File: src/rtl/dot_matrix_scan_ctrl_if.sv
// Host-side bus of the dot-matrix scanner: back-buffer writes, swap handshake and matrix drive.
// Scroll controls exist only when DOT_MATRIX_SCROLL_EN is defined.
interface dot_matrix_scan_ctrl_if #(
    parameter int ROWS = 8,
    parameter int COLS = 8
);
    localparam int RW = $clog2(ROWS);

    logic            wr_en;
    logic [RW-1:0]   wr_row;
    logic [COLS-1:0] wr_data;
    logic            swap_req;
    logic            swap_ack;
    logic            frame_start;
    logic [ROWS-1:0] row;
    logic [COLS-1:0] col;
`ifdef DOT_MATRIX_SCROLL_EN
    logic            scroll_en;
    logic            scroll_dir;

    modport master (output wr_en, wr_row, wr_data, swap_req, scroll_en, scroll_dir,
                    input  swap_ack, frame_start, row, col);
    modport slave  (input  wr_en, wr_row, wr_data, swap_req, scroll_en, scroll_dir,
                    output swap_ack, frame_start, row, col);
`else
    modport master (output wr_en, wr_row, wr_data, swap_req,
                    input  swap_ack, frame_start, row, col);
    modport slave  (input  wr_en, wr_row, wr_data, swap_req,
                    output swap_ack, frame_start, row, col);
`endif
endinterface

File: src/rtl/dot_matrix_scan_ctrl.sv
// Double-buffered row-scanning LED matrix driver with frame-synchronous buffer swap and blanking.
// Define DOT_MATRIX_SCROLL_EN to add per-frame horizontal column rotation.
module dot_matrix_scan_ctrl #(
    parameter int ROWS      = 8,
    parameter int COLS      = 8,
    parameter int SCAN_DIV  = 1000,
    parameter int BLANK_CYC = 16
) (
    input  logic                  clk,
    input  logic                  rst_n,
    dot_matrix_scan_ctrl_if.slave bus
);
    localparam int RW = $clog2(ROWS);
    localparam int CW = $clog2(SCAN_DIV);
    localparam int OW = $clog2(COLS);

    logic [CW-1:0]   cnt_q, cnt_d;
    logic [RW-1:0]   row_idx_q, row_idx_d;
    logic            front_sel_q, front_sel_d;
    logic            swap_pending_q, swap_pending_d;
    logic            started_q, started_d;
    logic            swapped_q, swapped_d;
    logic [COLS-1:0] mem_q [2][ROWS];
    logic [COLS-1:0] mem_d [2][ROWS];
    logic [ROWS-1:0] row_q, row_d;
    logic [COLS-1:0] col_q, col_d;
    logic            swap_ack_q, swap_ack_d;
    logic            frame_start_q, frame_start_d;
    logic [OW-1:0]   offset;

    logic            boundary;
    logic            do_swap;
    logic            at_frame_head;
    logic [COLS-1:0] front_row;
    logic [COLS-1:0] rot_row;
    int              j;

`ifdef DOT_MATRIX_SCROLL_EN
    logic [OW-1:0] offset_q, offset_d;

    always_comb begin
        offset_d = offset_q;
        if (boundary && bus.scroll_en) begin
            if (bus.scroll_dir)
                offset_d = (offset_q == '0) ? OW'(COLS - 1) : offset_q - 1'b1;
            else
                offset_d = (offset_q == OW'(COLS - 1)) ? '0 : offset_q + 1'b1;
        end
    end

    always_ff @(posedge clk) begin
        if (!rst_n) offset_q <= '0;
        else        offset_q <= offset_d;
    end

    assign offset = offset_q;
`else
    assign offset = '0;
`endif

    always_comb begin
        boundary       = (cnt_q == CW'(SCAN_DIV - 1)) && (row_idx_q == RW'(ROWS - 1));
        do_swap        = boundary && (swap_pending_q || bus.swap_req);
        at_frame_head  = (cnt_q == '0) && (row_idx_q == '0);

        cnt_d          = (cnt_q == CW'(SCAN_DIV - 1)) ? '0 : cnt_q + 1'b1;
        row_idx_d      = row_idx_q;
        if (cnt_q == CW'(SCAN_DIV - 1))
            row_idx_d = (row_idx_q == RW'(ROWS - 1)) ? '0 : row_idx_q + 1'b1;

        front_sel_d    = front_sel_q ^ do_swap;
        swap_pending_d = !do_swap && (swap_pending_q || bus.swap_req);
        swapped_d      = do_swap;
        started_d      = 1'b1;

        // The back buffer is chosen by the pre-swap select, so a boundary write lands in the new front
        mem_d = mem_q;
        if (bus.wr_en && (32'(bus.wr_row) < ROWS))
            mem_d[front_sel_q ? 0 : 1][bus.wr_row] = bus.wr_data;

        front_row = mem_q[front_sel_q ? 1 : 0][row_idx_q];
        rot_row   = '0;
        j         = 0;
        for (int i = 0; i < COLS; i++) begin
            j = i + int'(offset);
            if (j >= COLS) j = j - COLS;
            rot_row[j] = front_row[i];
        end

        row_d = '1;
        col_d = '0;
        if (32'(cnt_q) >= BLANK_CYC) begin
            for (int i = 0; i < ROWS; i++)
                row_d[i] = (32'(row_idx_q) != i);
            col_d = rot_row;
        end

        frame_start_d = at_frame_head && started_q;
        swap_ack_d    = at_frame_head && swapped_q;
    end

    always_ff @(posedge clk) begin
        if (!rst_n) begin
            cnt_q          <= '0;
            row_idx_q      <= '0;
            front_sel_q    <= 1'b0;
            swap_pending_q <= 1'b0;
            started_q      <= 1'b0;
            swapped_q      <= 1'b0;
            row_q          <= '1;
            col_q          <= '0;
            swap_ack_q     <= 1'b0;
            frame_start_q  <= 1'b0;
            for (int b = 0; b < 2; b++)
                for (int r = 0; r < ROWS; r++)
                    mem_q[b][r] <= '0;
        end else begin
            cnt_q          <= cnt_d;
            row_idx_q      <= row_idx_d;
            front_sel_q    <= front_sel_d;
            swap_pending_q <= swap_pending_d;
            started_q      <= started_d;
            swapped_q      <= swapped_d;
            row_q          <= row_d;
            col_q          <= col_d;
            swap_ack_q     <= swap_ack_d;
            frame_start_q  <= frame_start_d;
            mem_q          <= mem_d;
        end
    end

    assign bus.row         = row_q;
    assign bus.col         = col_q;
    assign bus.swap_ack    = swap_ack_q;
    assign bus.frame_start = frame_start_q;
endmodule

File: src/flat_wrapper.sv
// flat-port wrapper written by rule: the top's interface ports become plain ports
module dot_matrix_scan_ctrl_flat 
#(
    parameter int ROWS      = 8,
    parameter int COLS      = 8,
    parameter int SCAN_DIV  = 1000,
    parameter int BLANK_CYC = 16
)
  (clk, rst_n, bus_wr_en, bus_wr_row, bus_wr_data, bus_swap_req, bus_swap_ack, bus_frame_start, bus_row, bus_col);
  dot_matrix_scan_ctrl_if #(.ROWS(ROWS), .COLS(COLS)) bus_i ();
  input  logic clk;
  input  logic rst_n;
  input wire logic [$bits(bus_i.wr_en)-1:0] bus_wr_en;
  input wire logic [$bits(bus_i.wr_row)-1:0] bus_wr_row;
  input wire logic [$bits(bus_i.wr_data)-1:0] bus_wr_data;
  input wire logic [$bits(bus_i.swap_req)-1:0] bus_swap_req;
  output wire logic [$bits(bus_i.swap_ack)-1:0] bus_swap_ack;
  output wire logic [$bits(bus_i.frame_start)-1:0] bus_frame_start;
  output wire logic [$bits(bus_i.row)-1:0] bus_row;
  output wire logic [$bits(bus_i.col)-1:0] bus_col;
  assign bus_i.wr_en = bus_wr_en;
  assign bus_i.wr_row = bus_wr_row;
  assign bus_i.wr_data = bus_wr_data;
  assign bus_i.swap_req = bus_swap_req;
  assign bus_swap_ack = bus_i.swap_ack;
  assign bus_frame_start = bus_i.frame_start;
  assign bus_row = bus_i.row;
  assign bus_col = bus_i.col;
  dot_matrix_scan_ctrl #(.ROWS(ROWS), .COLS(COLS), .SCAN_DIV(SCAN_DIV), .BLANK_CYC(BLANK_CYC)) u_core (.clk(clk), .rst_n(rst_n), .bus(bus_i));
endmodule
File: config.mk
export PLATFORM = sky130hd
export DESIGN_NAME = dot_matrix_scan_ctrl_flat
export DESIGN_NICKNAME = d
export VERILOG_FILES = /design/src/rtl/dot_matrix_scan_ctrl_if.sv /design/src/rtl/dot_matrix_scan_ctrl.sv /design/src/flat_wrapper.sv
export SDC_FILE = /design/constraint.sdc
export NUM_CORES = 1
export LEC_CHECK = 0
export ABC_AREA = 1
export CAP_MARGIN = 20
export CORE_UTILIZATION = 30
export DETAILED_ROUTE_END_ITERATION = 10
export GPL_TIMING_DRIVEN = 0
export PLACE_DENSITY = 0.44
export RECOVER_POWER = 100
export SYNTH_ARGS = -nofsm -noshare
export SYNTH_HDL_FRONTEND = slang
export SYNTH_SLANG_ARGS = --single-unit
File: constraint.sdc
create_clock -name clk -period 2.3 [get_ports clk]
set_clock_uncertainty 0.05 [all_clocks]
set_input_delay 0.46 -clock clk [delete_from_list [all_inputs] [get_ports clk]]
set_output_delay 0.46 -clock clk [all_outputs]
set_load 0.01 [all_outputs]
==> summary.txt <==
STA
  – Fin crit share: 94.1%
  – Post-route setup TNS: 0 ns
  – Final Critical Period: 2.16 ns
  – Worst slew margin: 42.1%
  – RSZ-0062 raised after global routing: no
  – Final Hold Viols: 0
  – Max Freq: 462 MHz
  – Max-slew violation count: 0
  – Tightest Pin Transition: roughly 0.87 ns
  – Setup slack after layout: approximately 0.14 ns
  – # setup viols final: 0

Logic synthesis
  – Avg Cell Area, Syn: approximately 7.3 sq um
  – Top cell type's share of synthesized area: 46.8%
  – Sequential share of the synthesized area: approximately 47%
  – Post-synth cell types: 29
  – Post-synth net total: roughly 1,000
  – YS warnings: 0
  – Seq cells post-synth: 163
  – Top cells by area, synth: dfxtp_1, o21ai_0, nor2_1, a21oi_1, inv_1
  – Top cell type by total area after synthesis: dfxtp_1
  – Post-Synthesis Cells: approximately 950
  – Mapped Area: around 0.0070 sq mm

Floorplanning
  – Core ar.: 0.0227 sq mm
  – Initial Util: between 30% and 40%
  – Die extent in x: between 150 and 200 um
  – # IOs: 33
  – Die H: around 150 um
  – DIE AREA: around 0.024 sq mm
  – Row count: between 50 and 60

Setup path
  – Worst Path Required: between 2 and 3 ns
  – Worst setup EP type: register
  – WS Path Type: in -> reg
  – Largest fanout on the critical path: 10
  – Critical path startpoint category: input pin
  – Crit path DAT: 2.42 ns

Power
  – PwrDens: ~760 mW/mm^2
  – Worst vdd ir: 0.386 mV
  – Leak Pwr: between 0.003 and 0.004 uW

Clock tree
  – Clk Tree Root Cell: clkbuf_16
  – TritonCTS clock tree: yes
  – CTS Sinks: about 160
  – CTS buffer count: 17
  – Clock tree buffer depth: 2
  – CTS HTree Levels: 4
  – Setup Buffers After CTS: 0
  – Skew-Pair Late Insertion Delay: 0.44 ns
  – CTS clock-pin slew for the worst setup and hold paths: ~0.070 ns

Finish
  – Commonest non-fill, non-tap cell in the layout: o21ai_0
  – Most frequent cells in the layout: o21ai_0, dfxtp_1, nor2_1, a21oi_1, inv_1
  – Area of the multi-input gates: between 0.003 and 0.004 sq mm
  – Final Cell Area: 0.00825 sq mm
  – Storage cell area: around 0.0033 sq mm
  – Fill cells: 2,450
  – ANT cells: 0
  – Fraction of layout cells with a size suffix above 1: roughly 8.1%
  – Area growth syn-to-layout: 18.4%
  – Fin cells: approximately 1,300
  – Nets: ~1,000
  – Final core utilization: 36.3%

Place
  – Dpl cell area: between 0.007 and 0.008 sq mm
  – Placed insts: between 1,000 and 1,500
  – Gpl congestion: 0.869
  – Port Buffer Count: 32
  – Dpl hpwl: between 15 and 20 mm
  – Pre-CTS WS: -0.147 ns

Route
  – Drt drc: 0
  – Wl on met1: 12.4 mm
  – Met3 WL post-DR: 1.17 mm
  – Iteration-0 DRC Markers: approximately 620
  – Via count: roughly 6,500
  – Final WL: approximately 25 mm
  – Routed wl met2: approximately 11 mm
  – Routed Antenna Nets: 0
  – Wire per inst: roughly 19 um
  – Max layer used: met4
  – Pre-antenna DRT Iters: 8
  – Via density per instance: ~5.0

Global route
  – Vias in the first global route: between 5,000 and 6,000
  – Largest net degree at the start of global routing: 17
  – First-pass GRT wire length: roughly 38 mm
  – Antenna violations before repair: 0
  – Overflow after GRT: 0
  – GRT Total Usage: between 20 and 25%

Hold path
  – Worst hold path class: reg -> reg

Run status
  – Run status: finished, final reports clean

Run
  – Max Cap Viol: 0
==> area by class of cell <==
cell class,count,area share (%)
flip-flops and latches,163,39.5
multi-input cells,626,36.6
clock buffers,17,5.16
inverters,106,4.85
well taps,285,4.32
repair buffers,32,3.88
plain buffers,59,3.12
clock inverters,15,2.49
==> report_power, final <==
group | leakage, uW | switching, uW | total [uW] | internal (uW)
logic | 0.00150 | 210 | 289 | 79.0
registers | 0.00132 | 16.8 | 2880 | 2870
clock network | 0.000294 | 1280 | 3110 | 1830
==> sequential cells by signal, summed over array words and instances, names as in the netlist <==
| name | cells |
|---|---|
| u_core.front_sel_q | 1 |
| u_core.swap_pending_q | 1 |
| u_core.started_q | 1 |
| u_core.bus.row | 8 |
| u_core.mem_q | 128 |
| u_core.row_idx_q | 3 |
| u_core.swapped_q | 1 |
| u_core.bus.swap_ack | 1 |
| u_core.bus.frame_start | 1 |
| u_core.cnt_q | 10 |
| u_core.bus.col | 8 |
==> kinds of logic after synthesis <==
logic type	synth area share (%)
compound gates	22.4
xor+xnor	0.377
fa+ha+maj	1.44
buf+inv	9.55
flops	46.8
simple gates	19.5
==> cell usage after synthesis, drive strengths merged <==
master,instances
a21oi,98
buf,32
clkbuf,27
clkinv,1
dfxtp,163
ha,8
inv,105
nand2,75
nand3,60
nand4,4
nor2,167
nor3,7
nor3b,1
nor4,1
o211ai,29
o21ai,169
o22ai,1
or2,3
xor2,3
==> final timing paths <==
| path | end | slack (ns) | cells past startpoint | startpoint |
|---|---|---|---|---|
| max reg2reg | u_core.bus.col[3] | 0.18 | 7 | u_core.row_idx_q[0] |
| min | u_core.bus.frame_start | 0.36 | 2 | u_core.started_q |
| min reg2reg | u_core.bus.frame_start | 0.36 | 2 | u_core.started_q |
| max | u_core.mem_q[47] | 0.14 | 8 | bus_wr_row[0] |
==> what timing repair did <==
action                                  in CTS  in global routing
hold endpoints to repair                     0                  0
endpoints found under the setup margin       0                  2
gates resized for setup                      0                  1
hold buffers                                 0                  0
==> through the flow <==
stage	hold WS (ns)	total power, uW
final	0.358	6280
after global routing	0.394	6480
after CTS	0.361	6330
after detailed placement	0.350	3250
after global placement	0.350	3250
after floorplan	0.343	3100
==> layer usage <==
layer	vias up	track usage (%)
met1	3061	30.8
met3	25	3.87
met2	158	33.0
met4	0	5.89
li1	3259	-
met5	-	0
==> critical path: stages <==
cell	delay, ns
dlygate4sd3_1	0.65
inv_1	0.19
nand3_1	0.22
nor2_1	0.30
inv_2	0.10
clkbuf_1	0.25
o21ai_1	0.18
a21oi_1	0.06
No activity file was read; power rests on OpenSTA's default activity.
